### config.mk
export PLATFORM = sky130hd
export DESIGN_NAME = muldiv_unit
export DESIGN_NICKNAME = d
export VERILOG_FILES = /design/src/rtl/muldiv_pkg.sv /design/src/rtl/mux_4to1.sv /design/src/rtl/muldiv_unit.sv
export SDC_FILE = /design/constraint.sdc
export NUM_CORES = 1
export LEC_CHECK = 0
export BUFFER_PORTS_ARGS = -buffer_cell sky130_fd_sc_hd__buf_2
export CAP_MARGIN = 25
export CORE_MARGIN = 2
export CORE_UTILIZATION = 35
export CTS_CLUSTER_SIZE = 16
export DETAILED_ROUTE_END_ITERATION = 6
export GPL_ROUTABILITY_DRIVEN = 1
export GPL_TIMING_DRIVEN = 0
export PLACE_DENSITY = 0.52
export SYNTH_ARGS = -nofsm -noshare
export SYNTH_HDL_FRONTEND = slang
export SYNTH_SLANG_ARGS = --single-unit
### constraint.sdc
create_clock -name clk_i -period 7.95 [get_ports clk_i]
set_clock_uncertainty 0.2 [all_clocks]
set_input_delay 0.795 -clock clk_i [delete_from_list [all_inputs] [get_ports clk_i]]
set_output_delay 0.795 -clock clk_i [all_outputs]
set_load 0.02 [all_outputs]
### src/rtl/muldiv_pkg.sv
// Shared constants and helpers for the iterative RV32M multiply/divide unit.
// LATENCY is also consumed by the hazard unit and the bench.
package muldiv_pkg;

    localparam logic [2:0] F3_MUL    = 3'b000;
    localparam logic [2:0] F3_MULH   = 3'b001;
    localparam logic [2:0] F3_MULHSU = 3'b010;
    localparam logic [2:0] F3_MULHU  = 3'b011;
    localparam logic [2:0] F3_DIV    = 3'b100;
    localparam logic [2:0] F3_DIVU   = 3'b101;
    localparam logic [2:0] F3_REM    = 3'b110;
    localparam logic [2:0] F3_REMU   = 3'b111;

    typedef enum logic [1:0] {
        S_IDLE = 2'd0,
        S_CALC = 2'd1,
        S_FIN  = 2'd2,
        S_DONE = 2'd3
    } state_e;

    typedef enum logic [1:0] {
        SEL_LO  = 2'd0,
        SEL_HI  = 2'd1,
        SEL_QUO = 2'd2,
        SEL_REM = 2'd3
    } rsel_e;

    localparam int DATAWIDTH_DEF = 32;
    // Cycles from the start edge to the edge after which done is high.
    localparam int LATENCY = DATAWIDTH_DEF + 2;

    function automatic logic signed_a(input logic [2:0] f3);
        return (f3 == F3_MULH) || (f3 == F3_MULHSU) || (f3 == F3_DIV) || (f3 == F3_REM);
    endfunction

    function automatic logic signed_b(input logic [2:0] f3);
        return (f3 == F3_MULH) || (f3 == F3_DIV) || (f3 == F3_REM);
    endfunction

    function automatic rsel_e result_sel(input logic [2:0] f3);
        rsel_e sel;
        case (f3)
            F3_MUL:                        sel = SEL_LO;
            F3_MULH, F3_MULHSU, F3_MULHU:  sel = SEL_HI;
            F3_DIV, F3_DIVU:               sel = SEL_QUO;
            default:                       sel = SEL_REM;
        endcase
        return sel;
    endfunction

endpackage

### src/rtl/mux_4to1.sv
// Generic 4-input result select; used for the final multiply/divide output pick.
module mux_4to1 #(
    parameter int W = 32
) (
    input  logic [1:0]   sel_i,
    input  logic [W-1:0] d0_i,
    input  logic [W-1:0] d1_i,
    input  logic [W-1:0] d2_i,
    input  logic [W-1:0] d3_i,
    output logic [W-1:0] y_o
);

    always_comb begin
        y_o = d0_i;
        case (sel_i)
            2'd0:    y_o = d0_i;
            2'd1:    y_o = d1_i;
            2'd2:    y_o = d2_i;
            default: y_o = d3_i;
        endcase
    end

endmodule

### src/rtl/muldiv_unit.sv
// Iterative radix-2 RV32M multiply/divide unit with fixed latency and flush.
//   state  | meaning
//   IDLE   | waiting for start; captures op, magnitudes and sign/special flags
//   CALC   | one shift-add or shift-subtract step per cycle, DATAWIDTH steps
//   FIN    | sign correction, special-case substitution, result registered
//   DONE   | done pulse for one cycle
module muldiv_unit
    import muldiv_pkg::*;
#(
    parameter int DATAWIDTH = 32
) (
    input  logic                 clk_i,
    input  logic                 rst_n_i,
    input  logic                 start_i,
    input  logic [2:0]           funct3_i,
    input  logic [DATAWIDTH-1:0] operand_a_i,
    input  logic [DATAWIDTH-1:0] operand_b_i,
    input  logic                 flush_i,
    output logic                 busy_o,
    output logic                 done_o,
    output logic [DATAWIDTH-1:0] result_o
);

    localparam int W    = DATAWIDTH;
    localparam int CNTW = $clog2(DATAWIDTH);
    localparam logic [W-1:0] MIN_NEG = {1'b1, {(W-1){1'b0}}};

    state_e          state_q, state_d;
    logic [CNTW-1:0] cnt_q, cnt_d;
    logic [2:0]      f3_q, f3_d;
    logic [2*W-1:0]  acc_q, acc_d;
    logic [W-1:0]    b_q, b_d;
    logic [W-1:0]    a_q, a_d;
    logic            neg_a_q, neg_a_d;
    logic            neg_b_q, neg_b_d;
    logic            div0_q, div0_d;
    logic            ovf_q, ovf_d;
    logic [W-1:0]    result_q, result_d;

    logic [W-1:0]    a_neg, b_neg;
    logic [W:0]      mul_sum;
    logic [2*W-1:0]  mul_next;
    logic [W:0]      div_up, div_diff;
    logic [2*W-1:0]  div_next;
    logic [2*W-1:0]  prod_neg, prod_c;
    logic [W-1:0]    quo_raw, rem_raw, quo_neg, rem_neg, quo_c, rem_c;
    logic [W-1:0]    fin_res;
    rsel_e           sel;

    assign a_neg = -operand_a_i;
    assign b_neg = -operand_b_i;

    // acc holds {product_hi, multiplier} for multiply and {remainder, quotient} for divide.
    assign mul_sum  = {1'b0, acc_q[2*W-1:W]} + {1'b0, b_q};
    assign mul_next = acc_q[0] ? {mul_sum, acc_q[W-1:1]} : {1'b0, acc_q[2*W-1:1]};

    assign div_up   = acc_q[2*W-2:W-1];
    assign div_diff = div_up - {1'b0, b_q};
    assign div_next = div_diff[W] ? {acc_q[2*W-2:W-1], acc_q[W-2:0], 1'b0}
                                  : {div_diff[W-1:0], acc_q[W-2:0], 1'b1};

    assign prod_neg = -acc_q;
    assign prod_c   = (neg_a_q ^ neg_b_q) ? prod_neg : acc_q;

    assign quo_raw = acc_q[W-1:0];
    assign rem_raw = acc_q[2*W-1:W];
    assign quo_neg = -quo_raw;
    assign rem_neg = -rem_raw;

    // Special cases override whatever the datapath iterated to.
    always_comb begin
        quo_c = (neg_a_q ^ neg_b_q) ? quo_neg : quo_raw;
        rem_c = neg_a_q ? rem_neg : rem_raw;
        if (div0_q) begin
            quo_c = '1;
            rem_c = a_q;
        end else if (ovf_q) begin
            quo_c = MIN_NEG;
            rem_c = '0;
        end
    end

    assign sel = result_sel(f3_q);

    mux_4to1 #(.W(W)) u_result_mux (
        .sel_i (sel),
        .d0_i  (prod_c[W-1:0]),
        .d1_i  (prod_c[2*W-1:W]),
        .d2_i  (quo_c),
        .d3_i  (rem_c),
        .y_o   (fin_res)
    );

    always_comb begin
        state_d  = state_q;
        cnt_d    = cnt_q;
        f3_d     = f3_q;
        acc_d    = acc_q;
        b_d      = b_q;
        a_d      = a_q;
        neg_a_d  = neg_a_q;
        neg_b_d  = neg_b_q;
        div0_d   = div0_q;
        ovf_d    = ovf_q;
        result_d = result_q;
        if (flush_i) begin
            state_d = S_IDLE;
        end else begin
            unique case (state_q)
                S_IDLE: begin
                    if (start_i) begin
                        f3_d    = funct3_i;
                        a_d     = operand_a_i;
                        neg_a_d = signed_a(funct3_i) & operand_a_i[W-1];
                        neg_b_d = signed_b(funct3_i) & operand_b_i[W-1];
                        acc_d   = {{W{1'b0}}, (neg_a_d ? a_neg : operand_a_i)};
                        b_d     = neg_b_d ? b_neg : operand_b_i;
                        div0_d  = funct3_i[2] && (operand_b_i == '0);
                        ovf_d   = funct3_i[2] && !funct3_i[0]
                                  && (operand_a_i == MIN_NEG) && (operand_b_i == '1);
                        cnt_d   = CNTW'(W - 1);
                        state_d = S_CALC;
                    end
                end
                S_CALC: begin
                    acc_d = f3_q[2] ? div_next : mul_next;
                    if (cnt_q == '0) begin
                        state_d = S_FIN;
                    end else begin
                        cnt_d = cnt_q - CNTW'(1);
                    end
                end
                S_FIN: begin
                    result_d = fin_res;
                    state_d  = S_DONE;
                end
                S_DONE: begin
                    state_d = S_IDLE;
                end
            endcase
        end
    end

    always_ff @(posedge clk_i) begin
        if (!rst_n_i) begin
            state_q  <= S_IDLE;
            cnt_q    <= '0;
            f3_q     <= '0;
            acc_q    <= '0;
            b_q      <= '0;
            a_q      <= '0;
            neg_a_q  <= 1'b0;
            neg_b_q  <= 1'b0;
            div0_q   <= 1'b0;
            ovf_q    <= 1'b0;
            result_q <= '0;
        end else begin
            state_q  <= state_d;
            cnt_q    <= cnt_d;
            f3_q     <= f3_d;
            acc_q    <= acc_d;
            b_q      <= b_d;
            a_q      <= a_d;
            neg_a_q  <= neg_a_d;
            neg_b_q  <= neg_b_d;
            div0_q   <= div0_d;
            ovf_q    <= ovf_d;
            result_q <= result_d;
        end
    end

    assign busy_o   = (state_q != S_IDLE);
    // A flush arriving in the DONE cycle still suppresses the pulse.
    assign done_o   = (state_q == S_DONE) && !flush_i;
    assign result_o = result_q;

endmodule

==> impl_metrics.csv <==
group,metric,value,unit
global_routing,grt_pass1_vias,16124,
sta,hold_viol,0,
clock_tree,htreeDepth,4,
drt,drt_pre_antenna_iters,5,
synth,seq_area_frac_synth,22.8,%
critical_path,cp.required,8.09,ns
critical_path,cp.arrival,4.89,ns
sta,relSlewSlack,27.4,%
layout,diodes,0,
synth,ys.warnings.count,0,
power_and_ir_drop,p_leak,0.00656,uW
clock_tree,post-cts-setup-buffers,0,
sta,slew_violations,0,
layout,layout-drive-gt1-share,9.46,%
worst_hold_path,hold_class,"register to register",
layout,area_growth,12.1,%
drt,vias_per_cell,5.99,
clock_tree,clock_path_buffers,2,
status,status,"completed",
critical_path,startpoint,"acc_q[0]$_SDFFE_PN0P_",
power_and_ir_drop,power.density,151,nW/um^2
layout,fin_nets,2366,
place,gp_congestion,1.05,
global_routing,overflow,0,
layout,final_cell_mix,"nand2_1 (296), a21oi_1 (223), dfxtp_1 (174), nor2_1 (135), buf_2 (121)",
critical_path,start_kind,"register",
clock_tree,clock_latency,0.50,ns
sta,fin_crit,4.76,ns
global_routing,track_usage,30.3,%
critical_path,reg2reg_depth,14,
sta,final.setup.tns,0,ns
place,dp.cells,2782,
clock_tree,cts_hold_buf,0,
place,io_buffers,104,
critical_path,worst_r2r_startpoint,"acc_q[0]$_SDFFE_PN0P_",
die,die_w,213,um
synth,yosys-top-cells-area,"dfxtp_1 (23%), a21oi_1 (7.3%), nand2_1 (7.3%)",
critical_path,r2r-end,"result_o[12]$_SDFFE_PN0P_",
sta,max_freq,0.210,GHz
critical_path,r2r_setup_slack,3.19,ns
drt,wire_per_inst,24.3,um
worst_hold_path,whs_path_depth,2,
global_routing,grt_max_degree,19,
clock_tree,clock_sink_count,174,
drt,drtAntennaViolNets,0,
synth,yosysTopAreaCell,"dfxtp_1",
synth,synth_ff_type,"dfxtp_1",
critical_path,setup.worst_path.end,"result_o[12]$_SDFFE_PN0P_",
synth,syn_area_per_cell,7.32,sq um
sta,finalSetupViolations,0,
drt,wl_met3,4290,um
sta,fin_hold_ws,0.253,ns
job,drv_cap,0,
drt,top_layer_used,"met4",
layout,final_common_cell,"nand2_1",
critical_path,crit_type,"register to register",
clock_tree,path_clk_slew,0.08,ns
synth,syn_inst,2092,
sta,post-route-period-util,59.8,%
place,hpwl,54100,um
die,core_region_area,43200,sq um
global_routing,antenna_found_initial,0,
clock_tree,cts_resized,0,
drt,dr.first_iter.drc_count,1705,
die,rows,76,
clock_tree,cts_buffers,17,
global_routing,grt_pass1_wl,101000,um
die,initial_core_util,35.5,%
synth,synth.net_count,2241,
sta,worst_pin_slew,1.08,ns
die,die_height,213,um
synth,synthDistinctLibCells,92,
clock_tree,clockRootBuffer,"clkbuf_16",
drt,drt-met1-wl,28900,um
synth,synth.ff_latch_count,174,
drt,num_vias,16872,
drt,route.met2.wl,31200,um
critical_path,end_kind,"register",
drt,drt-total-wl,68500,um
layout,fin_cells,2815,
synth,syn_area,15300,sq um
sta,rsz0062_at_grt,"false",
synth,yosysTopAreaCellShare,22.8,%
power_and_ir_drop,peakVddDrop,0.0889,mV
critical_path,crit_fanout,10,
synth,async_reset_ff_share,0,%
drt,drcViolationCount,0,
clock_tree,cts_tree,"built",
die,io_pins,105,
die,die_area,45400,sq um
synth,synth_edf_count,0,
power breakdown:
| group | internal [uW] | total [uW] | switching [uW] |
|---|---|---|---|
| Combinational | 256 | 742 | 486 |
| Clock | 427 | 879 | 453 |
| Sequential | 910 | 963 | 53.2 |
| Total | 1590 | 2590 | 992 |
metrics by stage:
stage / instance area (sq um) / power (uW) / utilization (%) / worst slack (ns)
floorplan: 15300 / 1450 / - / 4.61
global placement: 16600 / 1700 / 38.4 / 3.35
detailed placement: 16600 / 1700 / 38.4 / 3.37
CTS: 17200 / 2580 / 39.7 / 3.34
global route: 17200 / 2690 / 39.8 / 2.94
finish: 17200 / 2590 / 39.8 / 3.19
metal layers:
layer	track usage (%)	vias up
met2	49.6	716
met3	3.79	160
li1	-	7828
met1	38.8	8168
met4	16.2	0
met5	0	-
worst min-delay path by stage:
| stage | start | endpoint | slack, ns |
|---|---|---|---|
| 6_report | result_o[11]$_SDFFE_PN0P_ | result_o[11]$_SDFFE_PN0P_ | 0.25 |
| 5_1_grt | result_o[11]$_SDFFE_PN0P_ | result_o[11]$_SDFFE_PN0P_ | 0.27 |
| 4_1_cts | result_o[11]$_SDFFE_PN0P_ | result_o[11]$_SDFFE_PN0P_ | 0.25 |
| 3_5_place_dp | result_o[11]$_SDFFE_PN0P_ | result_o[11]$_SDFFE_PN0P_ | 0.24 |
| 3_3_place_gp | result_o[10]$_SDFFE_PN0P_ | result_o[10]$_SDFFE_PN0P_ | 0.24 |
| 2_1_floorplan | a_q[31]$_SDFFE_PN0P_ | a_q[31]$_SDFFE_PN0P_ | 0.24 |
synth_stat cells, types with 15 or more instances:
cell and number:
a211oi_1 46, a21o_1 33, a21oi_1 223, a221oi_1 18
a22o_1 23, a31oi_1 29, buf_2 16, clkbuf_1 120
dfxtp_1 174, ha_1 76, inv_1 64, mux2i_1 39
nand2_1 296, nand3_1 49, nand4_1 20, nor2_1 135
nor2b_1 22, nor3_1 58, nor4_1 15, o211ai_1 43
o21ai_0 117, o221ai_1 23, o31ai_1 23, or3_1 17
xnor2_1 117, xor2_1 82
area by class of cell:
class                   count  area [sq um]
fillers                  4731         26000
multi-input cells        1684         10800
flip-flops and latches    174          3480
plain buffers             169           768
well taps                 585           732
repair buffers            106           538
clock buffers              18           439
inverters                  65           244
clock inverters            14           146
sequential cells by signal (all words and copies together) (netlist names):
register	count
a_q	32
acc_q	64
b_q	32
cnt_q	5
div0_q	1
f3_q	3
neg_a_q	1
neg_b_q	1
ovf_q	1
result_o	32
state_q	2
worst max-delay path, stage by stage, from the launching register on:
cell and delay, ns:
dfxtp_1 0.32, clkbuf_1 0.32, inv_1 0.25, clkbuf_1 0.65, ha_1 0.33, or2b_1 0.29
nor4_4 0.32, and3_1 0.24, buf_6 0.17, nand4_1 0.52, o21ai_0 0.45, xor2_1 0.18
o221ai_1 0.14, nand3_1 0.14, a21oi_1 0.07
logic make-up after synthesis:
family,after synthesis,synth area share [%]
AND/OR/NAND/NOR,690,21.3
AO/OA/AOI/OAI,677,28.9
buffers and inverters,234,6.61
XOR/XNOR,199,11.4
flip-flops,174,22.8
adder cells (fa/ha/maj),78,6.47
multiplexers,40,2.62
No activity file was read; power rests on OpenSTA's default activity.
